[src/rtl/alu_pipe_ctrl.sv]
// -----------------------------------------------------------------------------
// alu_pipe_ctrl
//   Sequential ALU with valid/ready handshakes on both sides. Single-cycle ops
//   (add, sub, and, or, shifts) are computed on the accepting edge. MUL runs a
//   WIDTH-cycle shift-add loop over a 2*WIDTH accumulator. The result and flags
//   are held stable in DONE until the consumer takes them.
//
// Ports
//   clock      system clock, rising edge
//   reset      asynchronous, active-low reset
//   in_valid   operand/op bundle valid          in_ready  block can accept
//   x, y       operands A and B (WIDTH)
//   shamt      unsigned shift amount (SHIFT)
//   operation  opcode (3 bits)
//   out_valid  result/flags valid               out_ready consumer accepts
//   result     registered result (WIDTH)
//   zero       result == 0
//   carry      add carry-out / sub no-borrow / mul high half nonzero
//   overflow   signed overflow for add/sub
//   busy       FSM not in IDLE
//   state_dbg  current FSM state encoding (IDLE=0, EXEC=1, DONE=2)
//
// Handshake: a transfer happens on a rising edge where valid and ready are both
//   high. in_valid is ignored outside IDLE; operands may change after the
//   accepting edge. out_valid stays high, with result/flags frozen, until
//   out_ready is seen high on an edge.
// -----------------------------------------------------------------------------
module alu_pipe_ctrl #(
  parameter int WIDTH = 8,
  parameter int SHIFT = 3
) (
  input  logic             clock,
  input  logic             reset,
  input  logic             in_valid,
  output logic             in_ready,
  input  logic [WIDTH-1:0] x,
  input  logic [WIDTH-1:0] y,
  input  logic [SHIFT-1:0] shamt,
  input  logic [2:0]       operation,
  output logic             out_valid,
  input  logic             out_ready,
  output logic [WIDTH-1:0] result,
  output logic             zero,
  output logic             carry,
  output logic             overflow,
  output logic             busy,
  output logic [1:0]       state_dbg
);

  localparam int CW  = $clog2(WIDTH);
  localparam int MSB = WIDTH - 1;

  localparam logic [2:0] OP_ADD = 3'b000;
  localparam logic [2:0] OP_SUB = 3'b001;
  localparam logic [2:0] OP_AND = 3'b010;
  localparam logic [2:0] OP_OR  = 3'b011;
  localparam logic [2:0] OP_SLL = 3'b100;
  localparam logic [2:0] OP_SRL = 3'b101;
  localparam logic [2:0] OP_SRA = 3'b110;
  localparam logic [2:0] OP_MUL = 3'b111;

  typedef enum logic [1:0] {
    ST_IDLE = 2'd0,
    ST_EXEC = 2'd1,
    ST_DONE = 2'd2
  } state_t;

  state_t state, state_nxt;

  // Multiply operands are captured so the source may move on after acceptance.
  logic [WIDTH-1:0]   x_q, y_q;
  logic [2*WIDTH-1:0] acc, acc_add, acc_nxt;
  logic [CW-1:0]      cnt;
  logic               mul_last;

  // Single-cycle datapath
  logic [WIDTH:0]     sum;
  logic [WIDTH-1:0]   diff;
  logic [WIDTH-1:0]   alu_res;
  logic               alu_c, alu_v;

  logic               accept;

  // in_ready is gated by reset so it reads 0 while reset is held low.
  assign in_ready  = reset && (state == ST_IDLE);
  assign out_valid = (state == ST_DONE);
  assign busy      = (state != ST_IDLE);
  assign state_dbg = state;
  assign accept    = in_valid && in_ready;

  // ---------------------------------------------------------------------------
  // Single-cycle ALU. Native SV shifts already return 0 (or sign fill for >>>)
  // when the amount reaches WIDTH, which covers the large-shamt boundary.
  // ---------------------------------------------------------------------------
  always_comb begin
    alu_res = '0;
    alu_c   = 1'b0;
    alu_v   = 1'b0;
    sum     = {1'b0, x} + {1'b0, y};
    diff    = x - y;
    case (operation)
      OP_ADD: begin
        alu_res = sum[WIDTH-1:0];
        alu_c   = sum[WIDTH];
        alu_v   = (x[MSB] == y[MSB]) && (sum[MSB] != x[MSB]);
      end
      OP_SUB: begin
        alu_res = diff;
        alu_c   = (x >= y);
        alu_v   = (x[MSB] != y[MSB]) && (diff[MSB] != x[MSB]);
      end
      OP_AND: alu_res = x & y;
      OP_OR:  alu_res = x | y;
      OP_SLL: alu_res = x << shamt;
      OP_SRL: alu_res = x >> shamt;
      OP_SRA: alu_res = $signed(x) >>> shamt;
      default: alu_res = '0;  // MUL is handled by the EXEC loop
    endcase
  end

  // ---------------------------------------------------------------------------
  // Shift-add multiply step: bit cnt of y selects x << cnt.
  // ---------------------------------------------------------------------------
  always_comb begin
    acc_add  = {{WIDTH{1'b0}}, x_q} << cnt;
    acc_nxt  = y_q[cnt] ? (acc + acc_add) : acc;
    mul_last = (cnt == CW'(WIDTH - 1));
  end

  // ---------------------------------------------------------------------------
  // FSM
  // ---------------------------------------------------------------------------
  always_ff @(posedge clock or negedge reset) begin
    if (!reset) state <= ST_IDLE;
    else        state <= state_nxt;
  end

  always_comb begin
    state_nxt = state;
    case (state)
      ST_IDLE: if (accept) state_nxt = (operation == OP_MUL) ? ST_EXEC : ST_DONE;
      ST_EXEC: if (mul_last) state_nxt = ST_DONE;
      ST_DONE: if (out_ready) state_nxt = ST_IDLE;
      default: state_nxt = ST_IDLE;
    endcase
  end

  // ---------------------------------------------------------------------------
  // Datapath registers. result/flags load only on the edge that enters DONE.
  // ---------------------------------------------------------------------------
  always_ff @(posedge clock or negedge reset) begin
    if (!reset) begin
      result   <= '0;
      zero     <= 1'b0;
      carry    <= 1'b0;
      overflow <= 1'b0;
      x_q      <= '0;
      y_q      <= '0;
      acc      <= '0;
      cnt      <= '0;
    end else if (accept) begin
      if (operation == OP_MUL) begin
        x_q <= x;
        y_q <= y;
        acc <= '0;
        cnt <= '0;
      end else begin
        result   <= alu_res;
        zero     <= (alu_res == '0);
        carry    <= alu_c;
        overflow <= alu_v;
      end
    end else if (state == ST_EXEC) begin
      acc <= acc_nxt;
      cnt <= cnt + CW'(1);
      if (mul_last) begin
        result   <= acc_nxt[WIDTH-1:0];
        zero     <= (acc_nxt[WIDTH-1:0] == '0);
        carry    <= |acc_nxt[2*WIDTH-1:WIDTH];
        overflow <= 1'b0;
      end
    end
  end

endmodule

[config.mk]
export PLATFORM = sky130hd
export DESIGN_NAME = alu_pipe_ctrl
export DESIGN_NICKNAME = d
export VERILOG_FILES = /design/src/rtl/alu_pipe_ctrl.sv
export SDC_FILE = /design/constraint.sdc
export NUM_CORES = 1
export LEC_CHECK = 0
export CORE_ASPECT_RATIO = 0.6
export CORE_MARGIN = 2
export CORE_UTILIZATION = 30
export CTS_CLUSTER_SIZE = 10
export DETAILED_ROUTE_END_ITERATION = 10
export PLACE_DENSITY = 0.53
export SLEW_MARGIN = 20
export SYNTH_ARGS = -nofsm -noshare
export SYNTH_HDL_FRONTEND = slang
export SYNTH_SLANG_ARGS = --single-unit
export TNS_END_PERCENT = 5
[constraint.sdc]
create_clock -name clock -period 4 [get_ports clock]
set_clock_uncertainty 0.05 [all_clocks]
set_input_delay 0.8 -clock clock [delete_from_list [all_inputs] [get_ports clock]]
set_output_delay 0.8 -clock clock [all_outputs]
set_load 0.05 [all_outputs]
After elaboration in Yosys (flattened, before gate mapping)
Index checks and enable logic that the tools add are counted. W data, S select, Z words.

Bits in registers: 48. Input bits: 26. Logic and storage cells: 89.

Add/sub/neg operators: 4. Order comparisons: 2. Equal/unequal tests: 19. Shift-type cells: 4. Muxes and demuxes: 33. Bitwise operators: 2. Reductions and logical operators: 16.

Operator list (count): $mux W16 (4); $pmux W8 S7 (1); $mux W8 (4); $add A16 B16 Y16 (1); $logic_not A8 Y1 (2); $shl A8 B3 Y16 (1); $eq A3 B3 Y1 const B (5); $mux W1 (13); $add A8 B8 Y9 (1); $mux W3 (3); $and A8 B8 Y8 (1); $ge A8 B8 Y1 (1); $mux W2 (4); $or A8 B8 Y8 (1); $reduce_or A8 Y1 (1); $shl A8 B3 Y8 (1); $shr A8 B3 Y8 (1); $sshr A8 B3 Y8 (1); $sub A8 B8 Y8 (1); $eq A3 B2 Y1 const B (2); $ne A2 B2 Y1 const B (3); $pmux W2 S3 (1); $reduce_and A3 Y1 (2); $reduce_bool A2 Y1 (3); 14 further kinds (22).

Longest topological paths before layout
Gate-level depths: netlist of run 1.

Depth in word-level cells: 7. Mapped depth: 15. Gate-level depth less buffers: 14.

Least setup slack after synthesis of run 1
OpenSTA, ideal clock, no wires.

Path kind: in2reg. From: input reset. To: register zero. Setup time: 0.077 ns. Arrival time: 3.845 ns. Setup slack: 0.028 ns. Stages on the path: 8. Path through: nor3b_1 nand2_1 a31oi_1 o221ai_1 a211o_1 or4_1 or4_1 a21oi_1.

Cells in the longest elaborated chain, start to end: 4.

RTL lines: start: declaration (line 33) `input logic reset,`; $logic_and A1 B1 Y1 * (line 85) `assign in_ready = reset && (state == ST_IDLE);`; $logic_and A1 B1 Y1 * (line 89) `assign accept = in_valid && in_ready;`; $ne A2 B2 Y1 (no line) / $reduce_bool A2 Y1 (equally long branches); $reduce_and A3 Y1 (no line); end signal: assignment (line 169) `zero <= (alu_res == '0);`; end signal: assignment (line 178) `zero <= (acc_nxt[WIDTH-1:0] == '0);`; end: declaration (line 43) `output logic zero,`.

Mark *: on every way between the ends. The rest lies on a longest branch, timed or not. A chain may end at the register's enable or synchronous reset.

Final worst setup path of run 1
From: input y[0]. To: register zero.

Cells in the longest elaborated chain, start to end: 5.

RTL lines: start: declaration (line 37) `input logic [WIDTH-1:0] y,`; $sub A8 B8 Y8 (tied with other cells) (line 100) `diff = x - y;`; $pmux W8 S7 * (line 101) `case (operation)`; $logic_not A8 Y1 * (line 169); $mux W1 * (line 162) `if (operation == OP_MUL) begin`; $mux W1 * (line 161) `end else if (accept) begin`.

Mark *: on every way between the ends. The rest lies on a longest branch, timed or not. The select of a mux whose other input is x is not followed.

==> results.cfg, run 1 <==
[setup_path]
worst_path_largest_cell_delay_ns = 0.52
path_class = input port to register
reg2reg_from = cnt[0]
cp-end-kind = register
crit_arrival_ns = 4.05
worstSetupStartpoint = y[0]
rr_worst_depth = 12
crit_end = zero
worstPathRequired_ns = 4.17
path_cells = clkdlybuf4s50_1, ha_1, inv_1, fa_1, nor3b_1, a211o_1, a21oi_2, xnor2_1, a211o_1, or4_1, or4_1, a21oi_1
worstSetupStartpointType = input port
timing.rr.end = carry
cp_max_fo = 3
rrSetupSlack_ns = 0.23
critPathSlowestCell = or4_1

[sta]
worst_pin_slew_ns = 1.03
setup_viol = 0
hold_violations = 0
maxSlewViolCount = 0
clock.fmax_ghz = 0.258
final.period_utilization = 0.969
relSlewSlack = 0.314
fin_crit_ns = 3.87
rsz0062_at_grt = false

[floorplanning]
dieWidth_um = 168
ios = 42
start_util = 0.311
die-area_sq_um = 17200
die_height_um = 102
coreArea_sq_um = 15500
core.rowCount = 35

[grt]
grt_max_degree = 49
grt_pass1_vias = 4540
track_usage = 0.198
grt_pass1_wl_um = 26100
antenna_found_initial = 0
overflow = 0

[logic_synthesis]
seq_area_frac_synth = 0.249
synthFlopType = dfrtp_1
synth_seq_cells = 48
synth_nets = 675
synth_area_per_cell_sq_um = 8.02
ys_warn_count = 0
synth_edf_count = 0
netlist_instances = 602
syn-cell-area_sq_um = 4830
ys_async_sr_fraction = 1.00
synth_cell_type_count = 63

[placed_design]
port_buffers = 41
dp.final_hpwl_um = 13300
dpl.cell_count = 870
finalWeightedCongestion = 0.926

[detailed_routing]
viasPerCell = 5.53
wl_per_cell_um = 18.9
final_antenna_net_count = 0
drc = 0
drtPass1Iterations = 5
drt_iter0_markers = 552
via_count = 4851
wl_um = 16600

[cells_and_area]
nets = 747
area_delta_synth_final_pct = 23.6
stdcell_count = 878
diodes = 0
fillCellCount = 1566
drive_gt1_frac = 0.127

[clocking]
hold_buffers = 0
clk_path_buf_depth = 2
cts_tree = done
cts-buffers-inserted = 5
cts.sinks = 48
clk_pin_slew_ns = 0.07
insertion_delay_ns = 0.30
htreeDepth = 2
root_buffer = clkbuf_16

[run]
maxCapViolations = 0

[worst_hold_path]
whs_path_depth = 2
hold_path_class = register to register

[outcome]
status = completed

[power]
peakVddDrop_v = 0.000470
total_power_mw = 3.61
cellLeakagePower_nw = 2.72
power_density_nw_per_um2 = 605
==> cells in the mapped netlist (all sizes together) (3+ instances only) <==
library cell	count	area (sq um)
inv	30	113
o22ai	7	43.8
or2	4	25.0
nand3b	3	22.5
a22o	4	35.0
a21oi	39	199
nor3b	6	45.0
a211o	6	52.6
xnor2	13	114
ha	44	551
o211ai	7	52.6
nor2b	4	25.0
nor3	14	70.1
o21a	4	30.0
mux2i	29	290
a21o	6	45.0
or4	5	37.5
fa	3	60.1
o21ai	62	310
a31oi	8	50.1
nor2	39	146
nand4	3	18.8
mux4	5	113
a211oi	13	97.6
nand2b	6	37.5
and3	5	32.5
and2	8	50.1
nand3	24	120
dfrtp	48	1200
clkbuf	23	86.3
nand2	66	248
o31ai	6	45.0
a22oi	4	30.0
nor4	4	25.0
buf	14	87.6
xor2	3	26.3
==> logic make-up after synthesis <==
logic type      Yosys count  synth area share
fa+ha+maj                47             0.126
xor+xnor                 16            0.0290
buf+inv                  68            0.0601
simple gates            196             0.196
flops                    48             0.249
mux                      36            0.0881
compound gates          191             0.252
==> how the worst min path moves through the flow <==
stage | startpoint | end | slack, ns
4_1_cts | y_q[1] | y_q[1] | 0.43
2_1_floorplan | y_q[2] | y_q[2] | 0.39
6_report | y_q[1] | y_q[1] | 0.43
3_3_place_gp | y_q[7] | y_q[7] | 0.41
3_5_place_dp | y_q[1] | y_q[1] | 0.42
5_1_grt | y_q[1] | y_q[1] | 0.47
==> routing by layer <==
metal,vias to the layer above,GRT usage,part of all wire,wire length (um)
li1,2351,-,-,-
met1,2297,0.321,0.55,9120
met5,-,0,0,0
met3,11,0.0465,0.081,1350
met2,192,0.260,0.36,6050
met4,0,0.0261,0.0060,100
==> cell type report <==
| class | instances | area [sq um] | area share |
|---|---|---|---|
| multi-input combinational | 486 | 3340 | 0.560 |
| clock inverter | 2 | 35.0 | 0.00587 |
| tap | 203 | 254 | 0.0426 |
| inverter | 31 | 116 | 0.0195 |
| sequential | 48 | 1200 | 0.201 |
| clock buffer | 6 | 129 | 0.0216 |
| timing repair buffer | 102 | 891 | 0.149 |
==> stage by stage <==
| stage | util | TNS [ns] | instance area, sq um | hold slack [ns] | setup WS (ns) |
|---|---|---|---|---|---|
| 3_5_place_dp | 0.373 | -0.251 | 5800 | 0.419 | -0.251 |
| 6_report | 0.384 | 0 | 5970 | 0.429 | 0.126 |
| 5_1_grt | 0.384 | 0 | 5970 | 0.468 | 0.0210 |
| 2_1_floorplan | - | 0 | 4830 | 0.395 | 0.0276 |
| 3_3_place_gp | 0.373 | -0.128 | 5800 | 0.411 | -0.128 |
| 4_1_cts | 0.383 | 0 | 5960 | 0.434 | 0.0639 |
==> critical path, delay by kind of cell <==
| family | cells | cell delay, ns |
|---|---|---|
| simple gates | 3 | 1.10 |
| compound gates | 4 | 0.92 |
| xor+xnor | 1 | 0.09 |
| buf+inv | 2 | 0.57 |
| fa+ha+maj | 2 | 0.57 |
==> placed cells by master, fill, tap and decap left out, types with 4 or more instances in the layout <==
cell type,netlist,final
mux2i_1,29,29
buf_4,5,59
o211ai_1,7,7
or2_2,4,4
nor3b_1,6,6
nor3_1,14,14
a211o_1,6,6
nor2b_1,4,4
and3_1,4,4
nand2b_1,6,6
xnor2_1,13,13
a211oi_1,13,12
or4_1,5,5
clkdlybuf4s50_1,0,39
a31oi_1,8,8
o21a_1,4,4
o22ai_1,7,7
a21oi_1,38,38
and2_1,8,8
nor4_1,4,4
ha_1,44,44
o21ai_0,62,62
mux4_2,5,5
clkbuf_16,0,5
dfrtp_1,48,48
a22o_1,4,4
nand2_1,66,66
a22oi_1,4,4
inv_1,29,29
o31ai_1,6,6
a21o_1,6,6
nand3_1,24,24
nor2_1,39,39
==> registers in the layout (all words and copies together) (netlist names) <==
signal / cells
y_q: 8
overflow: 1
acc: 16
cnt: 3
state_dbg: 2
x_q: 8
zero: 1
result: 8
carry: 1
==> report_power, final <==
| group | internal, mW | switching, mW | leakage (nW) | total, mW |
|---|---|---|---|---|
| combinational | 0.896 | 1.38 | 2.03 | 2.28 |
| clock | 0.295 | 0.198 | 0.0808 | 0.493 |
| sequential | 0.667 | 0.168 | 0.613 | 0.835 |
==> repair_timing <==
action / CTS / global route
resized for setup: 0 / 2
buffers inserted: 0 / 0
endpoints found under the setup margin: 0 / 3
Note: power is estimated with default switching activity, not from simulation.
==> run 2: changes to the inputs <==
- CORE_UTILIZATION: 30 -> 61
- CTS_BUF_LIST: default -> sky130_fd_sc_hd__clkbuf_2
- PLACE_DENSITY: 0.53 -> 0.9
==> run 2 against run 1 <==
Sequential power rose by 3.5%. Critical endpoint unchanged. Highest routed layer is now met5. Fmax rose by 1.8%. Cell count fell by 13%.
==> results.cfg, run 2 (same netlist as run 1, synthesis figures left out) <==
[sta]
whs_ns = 0.339
clock.fmax_ghz = 0.263
hold_violations = 0
worst_slack_ns = 0.195
relSlewSlack = 0.348
fin_crit_ns = 3.81
setup_viol = 0
worst_pin_slew_ns = 0.979
rsz0062_at_grt = false
final.period_utilization = 0.951
maxSlewViolCount = 0

[setup_path]
critPathSlowestCell = or4_1
worstPathRequired_ns = 4.36
cp_max_fo = 4
path_class = input port to register
worst_path_largest_cell_delay_ns = 0.51
crit_arrival_ns = 4.16
worstSetupStartpointType = input port
path_cells = clkdlybuf4s50_1, inv_1, ha_1, inv_1, fa_1, nor3b_1, a211o_1, a21oi_2, xnor2_1, a211o_1, or4_1, or4_1, a21oi_1
cp-end-kind = register

[power]
peakVddDrop_v = 0.000536
cellLeakagePower_nw = 2.57
comb_power_share = 0.672
seqPwrFrac = 0.263
swShare = 0.520
total_power_mw = 3.28
power_density_nw_per_um2 = 590
clkPwrFrac = 0.065
p_switching_mw = 1.71
internal-power_mw = 1.58

[floorplanning]
die_height_um = 72.9
start_util = 0.620
dieWidth_um = 119
ios = 42
coreArea_sq_um = 7790
die-area_sq_um = 8660
core.rowCount = 25

[detailed_routing]
via_count = 5089
viasPerCell = 6.64
wl_um = 15400
drtPass1Iterations = 8
wl_per_cell_um = 20.1
drc = 0
drt_iter0_markers = 644
final_antenna_net_count = 0

[grt]
antenna_found_initial = 1
track_usage = 0.355
grt_pass1_wl_um = 23700
grt_pass1_vias = 4561
overflow = 0
grt_max_degree = 49

[clocking]
hold_buffers = 0
htreeDepth = 2
insertion_delay_ns = 0.48
cts.sinks = 48
root_buffer = clkbuf_2
cts-buffers-inserted = 5
clk_pin_slew_ns = 0.24
clk_path_buf_depth = 2
cts_tree = done
cts_setup_buffers = 0

[placed_design]
finalWeightedCongestion = 1.01
dp.final_hpwl_um = 12100
pre_cts_ws_ns = -0.247
port_buffers = 41

[cells_and_area]
largest-register = acc
layout_common_cells = 66 x nand2_1, 62 x o21ai_0, 47 x dfrtp_1, 44 x ha_1, 44 x buf_4
largest_reg_flops = 16
mostFrequentLayoutCell = nand2_1
diodes = 0
area_delta_synth_final_pct = 15.3
nets = 730
drive_gt1_frac = 0.105

[worst_hold_path]
hold_path_class = input port to async pin

[outcome]
status = completed

[run]
maxCapViolations = 0
## run 2: cell types whose count changed in the layout (fill, tap and decap cells not counted), sizes merged
cell           previous run  this run
buf                      62        45
bufinv                    1         0
clkbuf                    6         7
clkdlybuf4s50            39        40
dlymetal6s2s              1         0
## run 2: what timing repair did
item,in CTS,in global routing
setup endpoints to repair,0,1
hold endpoints to repair,0,0
gates resized for setup,0,1
## run 2: path summary, 6_finish.rpt
path | startpoint | to | slack, ns | cells past startpoint
min reg2reg | y_q[5] | y_q[5] | 0.47 | 2
min in group clock | y_q[5] | y_q[5] | 0.47 | 2
min | reset | state_dbg[0] | 0.34 | 2
max | x[0] | zero | 0.19 | 13
max reg2reg | cnt[1] | carry | 0.27 | 12
max in group asynchronous | reset | cnt[0] | 3.09 | 2
## run 2: per-stage QoR
stage                     setup TNS [ns]  std cells  instance area, sq um  utilization
after CTS                              0        766                  5560        0.714
after detailed placement          -0.341        758                  5520        0.709
after global placement            -0.141        758                  5520        0.709
final                                  0        766                  5560        0.714
after floorplan                        0        602                  4830            -
after global routing                   0        766                  5560        0.714
## run 2: cell type report
type	instances	area, sq um
well taps	108	135
clock buffers	7	35.0
inverters	31	116
flip-flops and latches	48	1200
fillers	632	2220
clock inverters	1	3.75
repair buffers	85	736
multi-input cells	486	3340
## run 2: worst max-delay path: cells and delay by family
family / cells / cell delay, ns
buffers and inverters: 3 / 0.68
AOI/OAI and AO/OA: 4 / 0.90
adders and majority gates: 2 / 0.61
and+or+nand+nor: 3 / 1.08
xor gates and xnor gates: 1 / 0.07
## run 2: power by group through the flow
stage                     Clock (mW)  Combinational (mW)  Sequential (mW)
after floorplan                    0                1.36            0.979
after global placement             0                2.06            0.853
after detailed placement           0                2.14            0.857
after CTS                      0.209                2.15            0.851
after global routing           0.231                2.36            0.886
final                          0.213                2.21            0.864
## run 2: routing by layer
layer	global-route usage	routed length [um]	vias up
met5	0	13	-
met4	0.0701	187	2
met3	0.138	2180	29
met2	0.481	5970	333
met1	0.531	7010	2407
li1	-	-	2318
==> RTL change 1: new RTL, settings of run 2 <==
Set the parameter `SHIFT` to 2 (it was 3).
--- a/src/rtl/alu_pipe_ctrl.sv
+++ b/src/rtl/alu_pipe_ctrl.sv
@@ -27,7 +27,7 @@
 // -----------------------------------------------------------------------------
 module alu_pipe_ctrl #(
   parameter int WIDTH = 8,
-  parameter int SHIFT = 3
+  parameter int SHIFT = 2
 ) (
   input  logic             clock,
   input  logic             reset,
Interface: changed (resized shamt); port bits go from 42 to 41. No check against the original RTL was run, so the function may have changed too.
==> RTL change 1 against run 2 <==
  * Synthesized cell count down 0.83%
  * Wire length up 0.24%
  * Worst setup slack worse by 80 ps
  * Utilization grew 0.082 points
  * Count of clock-buffer cells in the layout is 2 lower
  * Sequential cell count is the same
  * Non-clock buffer count down 15
  * Final area increased by 0.52%
  * Register-to-register slack worse by 160 ps
  * Synthesized area up 1.5%
  * Global-route usage up 0.24 points
  * Total power fell by 3.1%
==> RTL change 1: results (changes against run 2) <==
outcome=finished, final reports clean (unchanged); Avg WL per Cell=20.5 microns (was 20.1 microns); Layout Nets=715 (was 730); synth unique cells=68 (was 63); crit path max fanout=7 (was 4); Total GRT Usage=0.357 (was 0.355); sequential area share after synthesis=0.245 (was 0.249); Post-DP HPWL=12.0 mm (was 12.1 mm); M3 GR Usage=0.146 (was 0.138); Leakage=2.54 nW (was 2.57 nW); Mapped Cells=597 (was 602); slowest CP cell=dfrtp_2 (was or4_1); met3 WL post-DR=2.41 mm (was 2.18 mm); net count after synthesis=669 (was 675); initial antenna violation count=0 (was 1); fillcell total=615 (was 632); Synth top area share=0.245 (was 0.249); synth cell count leaders=65 x nand2_1, 54 x nor2_1, 48 x dfrtp_1 (was 66 x nand2_1, 62 x o21ai_0, 48 x dfrtp_1); Vias/cell=6.68 (was 6.64); Reg clk slew, reported paths=300 ps (was 240 ps); GPL Wtd Cong=1.06 (was 1.01); final cycle utilization of the critical path=0.971 (was 0.951); Placement Cell Area=5490 sq um (was 5520 sq um); Data arrival, critical path=4200 ps (was 4160 ps); met1 usage=0.552 (was 0.531); hold slack=322 ps (was 339 ps); wl on met1=6.92 mm (was 7.01 mm); initial DRC count=635 (was 644); global-route wire length before repair=24.2 mm (was 23.7 mm); R2R setup slack=110 ps (was 270 ps); Synth Flop Type=dfrtp_1 (unchanged); DR top layer=met4 (was met5); layout cells sized above 1=0.129 (was 0.105); critical path's largest stage delay=530 ps (was 510 ps); max reg flops=16 (unchanged); IO Port Bufs=40 (was 41); Setup WS pre-CTS=103 ps (was -247 ps); WL met2=5.93 mm (was 5.97 mm); Area contributors post-synth=dfrtp_1 25%, ha_1 11%, mux2_2 5.1%, nand2_1 5.0%, mux2i_1 4.5% (was dfrtp_1 25%, ha_1 11%, o21ai_0 6.4%, mux2i_1 6.0%, nand2_1 5.1%); GR Util met2=0.466 (was 0.481); Max IR drop VDD=0.642 mV (was 0.536 mV); DR pass1 iterations=5 (was 8); Worst-Margin Slew=787 ps (was 979 ps); post-route insts no fill=752 (was 766); vias in the first global route=4,371 (was 4,561)
[RTL change 1: cell types whose count changed in the layout (fill, tap and decap cells not counted), sizes merged, moves of 5 or more]
cell / run 2 / this run
buf: 45 / 31
mux2i: 29 / 22
nor2b: 4 / 12
mux2: 2 / 23
o21ai: 62 / 40
o22ai: 7 / 12
nor2: 39 / 54
nand3: 24 / 12
[RTL change 1: repair_timing]
| action | CTS | global route |
|---|---|---|
| endpoints found under the setup margin | 0 | 1 |
| buffers inserted | 0 | 3 |
| gates resized for setup | 0 | 10 |
[RTL change 1: layout make-up]
class                   instances  area [sq um]  share of cell area
clock buffers                   5          25.0             0.00447
clock inverters                 3          18.8             0.00336
well taps                     108           135              0.0242
repair buffers                 70           621               0.111
multi-input cells             486          3470               0.620
inverters                      32           120              0.0215
flip-flops and latches         48          1200               0.215
[RTL change 1: power by group]
group          leakage [nW]  switching [mW]  internal [mW]  total (mW)
sequential            0.610           0.153          0.639       0.792
combinational          1.91            1.31          0.865        2.17
clock                0.0226           0.177         0.0402       0.217
[RTL change 1: final timing paths]
kind,start,to,depth (start not counted)
min,reset,acc[3],2
min reg2reg,result[2],result[2],2
max in group asynchronous,reset,cnt[1],2
max,cnt[0],carry,12
max reg2reg,cnt[0],carry,12
min in group clock,result[2],result[2],2
[RTL change 1: logic make-up after synthesis]
family	after synthesis	synth area share
compound gates	172	0.236
simple gates	201	0.193
buf+inv	63	0.0539
fa+ha+maj	47	0.125
flops	48	0.245
mux	49	0.117
xor+xnor	17	0.0304
[RTL change 1: worst max-delay path: cells and delay by family, from the launching register on]
family	cells	cell delay, ps
and+or+nand+nor	3	370
muxes	1	360
adders and majority gates	1	420
AOI/OAI and AO/OA	7	2050
DFF	1	530
==> RTL change 2: new RTL, flow settings as in run 2 <==
Without the edit above. Put one more register stage on the output `overflow`, without a reset. The value now appears one clock later. The other outputs are not delayed to match.
--- a/src/rtl/alu_pipe_ctrl.sv
+++ b/src/rtl/alu_pipe_ctrl.sv
@@ -64,6 +64,8 @@
     ST_EXEC = 2'd1,
     ST_DONE = 2'd2
   } state_t;
+
+  logic overflow_s0;
 
   state_t state, state_nxt;
 
@@ -153,7 +155,7 @@
       result   <= '0;
       zero     <= 1'b0;
       carry    <= 1'b0;
-      overflow <= 1'b0;
+      overflow_s0 <= 1'b0;
       x_q      <= '0;
       y_q      <= '0;
       acc      <= '0;
@@ -168,7 +170,7 @@
         result   <= alu_res;
         zero     <= (alu_res == '0);
         carry    <= alu_c;
-        overflow <= alu_v;
+        overflow_s0 <= alu_v;
       end
     end else if (state == ST_EXEC) begin
       acc <= acc_nxt;
@@ -177,10 +179,14 @@
         result   <= acc_nxt[WIDTH-1:0];
         zero     <= (acc_nxt[WIDTH-1:0] == '0);
         carry    <= |acc_nxt[2*WIDTH-1:WIDTH];
-        overflow <= 1'b0;
+        overflow_s0 <= 1'b0;
       end
     end
   end
 
+  always_ff @(posedge clock) begin
+    overflow <= overflow_s0;
+  end
+
 endmodule
 
Behaviour: not the same (a bounded check fails within 4 cycles, from zero or initial values and one cycle with reset low).
==> RTL change 2 against run 2 <==
  * Synthesized cell count is 0.17% higher
  * Worst setup slack got worse by 51 ps
  * Final cell count is 0.26% lower
  * Total power up 2.5%
  * Wire length rose by 0.40%
  * Critical path depth shrank 1
  * Final area is 0.63% higher
  * Sequential power increased by 2%
  * Synthesized area up 0.41%
  * Non-clock buffer count down 3
  * Sequential cell count up 1
  * Largest power group unchanged
==> RTL change 2: results (changes against run 2) <==
outcome=finished, final reports clean (unchanged); initial DRC count=705 (was 644); post-synthesis adder-cell area fraction=0.126 (about the same); Power Density=601 nW/um^2 (was 590 nW/um^2); post-synthesis mux area share=0.0878 (was 0.0881); Max IR drop VDD=0.499 mV (was 0.536 mV); DRT Wirelength=15.4 mm (about the same); async set or reset register ratio after synthesis=0.980 (was 1.00); layout cells sized above 1=0.101 (was 0.105); DR pass1 iterations=6 (was 8); synth unique cells=64 (was 63); clock group power=0.283 mW (was 0.213 mW); GPL Wtd Cong=1.06 (was 1.01); Reg clk slew, reported paths=280 ps (was 240 ps); Layout Nets=728 (was 730); Setup WS pre-CTS=-170 ps (was -247 ps); Worst-Margin Slew=764 ps (was 979 ps); Leakage=2.57 nW (about the same); Synth Area in Compound Gates=0.251 (was 0.252); global-route wire length before repair=24.4 mm (was 23.7 mm); Int Pwr=1.64 mW (was 1.58 mW); Total GRT Usage=0.363 (was 0.355); vias in the first global route=4,586 (was 4,561); XOR/XNOR Fraction of Synth Area=0.0289 (was 0.0290); Post-DP HPWL=12.1 mm (about the same)
-- RTL change 2: cell type report --
| cell class | count | area (sq um) |
|---|---|---|
| clock inverter | 2 | 33.8 |
| clock buffer | 6 | 30.0 |
| fill | 580 | 2190 |
| multi-input combinational | 486 | 3340 |
| inverter | 31 | 116 |
| tap | 108 | 135 |
| timing repair buffer | 82 | 726 |
| sequential | 49 | 1220 |
-- RTL change 2: final timing paths --
kind                             start        end  slack, ps  cells past startpoint
hold reg to reg            overflow_s0   overflow        380                      0
max in group asynchronous        reset     cnt[0]       3100                      2
setup reg to reg                cnt[1]      carry        140                     12
hold / removal                   reset  result[0]        330                      2
setup / recovery                cnt[1]      carry        140                     12
min in group clock         overflow_s0   overflow        380                      0
-- RTL change 2: per-layer routing --
| metal | vias up | track usage | part of all wire |
|---|---|---|---|
| li1 | 2323 | - | - |
| met1 | 2381 | 0.532 | 0.43 |
| met2 | 363 | 0.499 | 0.40 |
| met3 | 31 | 0.156 | 0.15 |
| met4 | 2 | 0.0595 | 0.012 |
| met5 | - | 0 | 0.00084 |
-- RTL change 2: what timing repair did --
item                       4_1_cts  5_1_grt
gates resized for setup          0        1
setup buffers                    0        0
setup endpoints to repair        0        2
-- RTL change 2: metrics by stage --
step / instance area, sq um / util
finish: 5600 / 0.719
global route: 5600 / 0.719
CTS: 5600 / 0.719
detailed placement: 5530 / 0.711
global placement: 5530 / 0.711
floorplan: 4850 / -
-- RTL change 2: critical path: stages (launching register included) --
cell and delay (ps):
dfrtp_1 710, inv_1 240, mux2i_1 290, and2_1 190, ha_1 300, a21oi_1 260
nor2_1 90, a211o_1 370, a311o_1 360, a21oi_1 190, xnor2_1 110, o41ai_1 380
a32oi_1 170
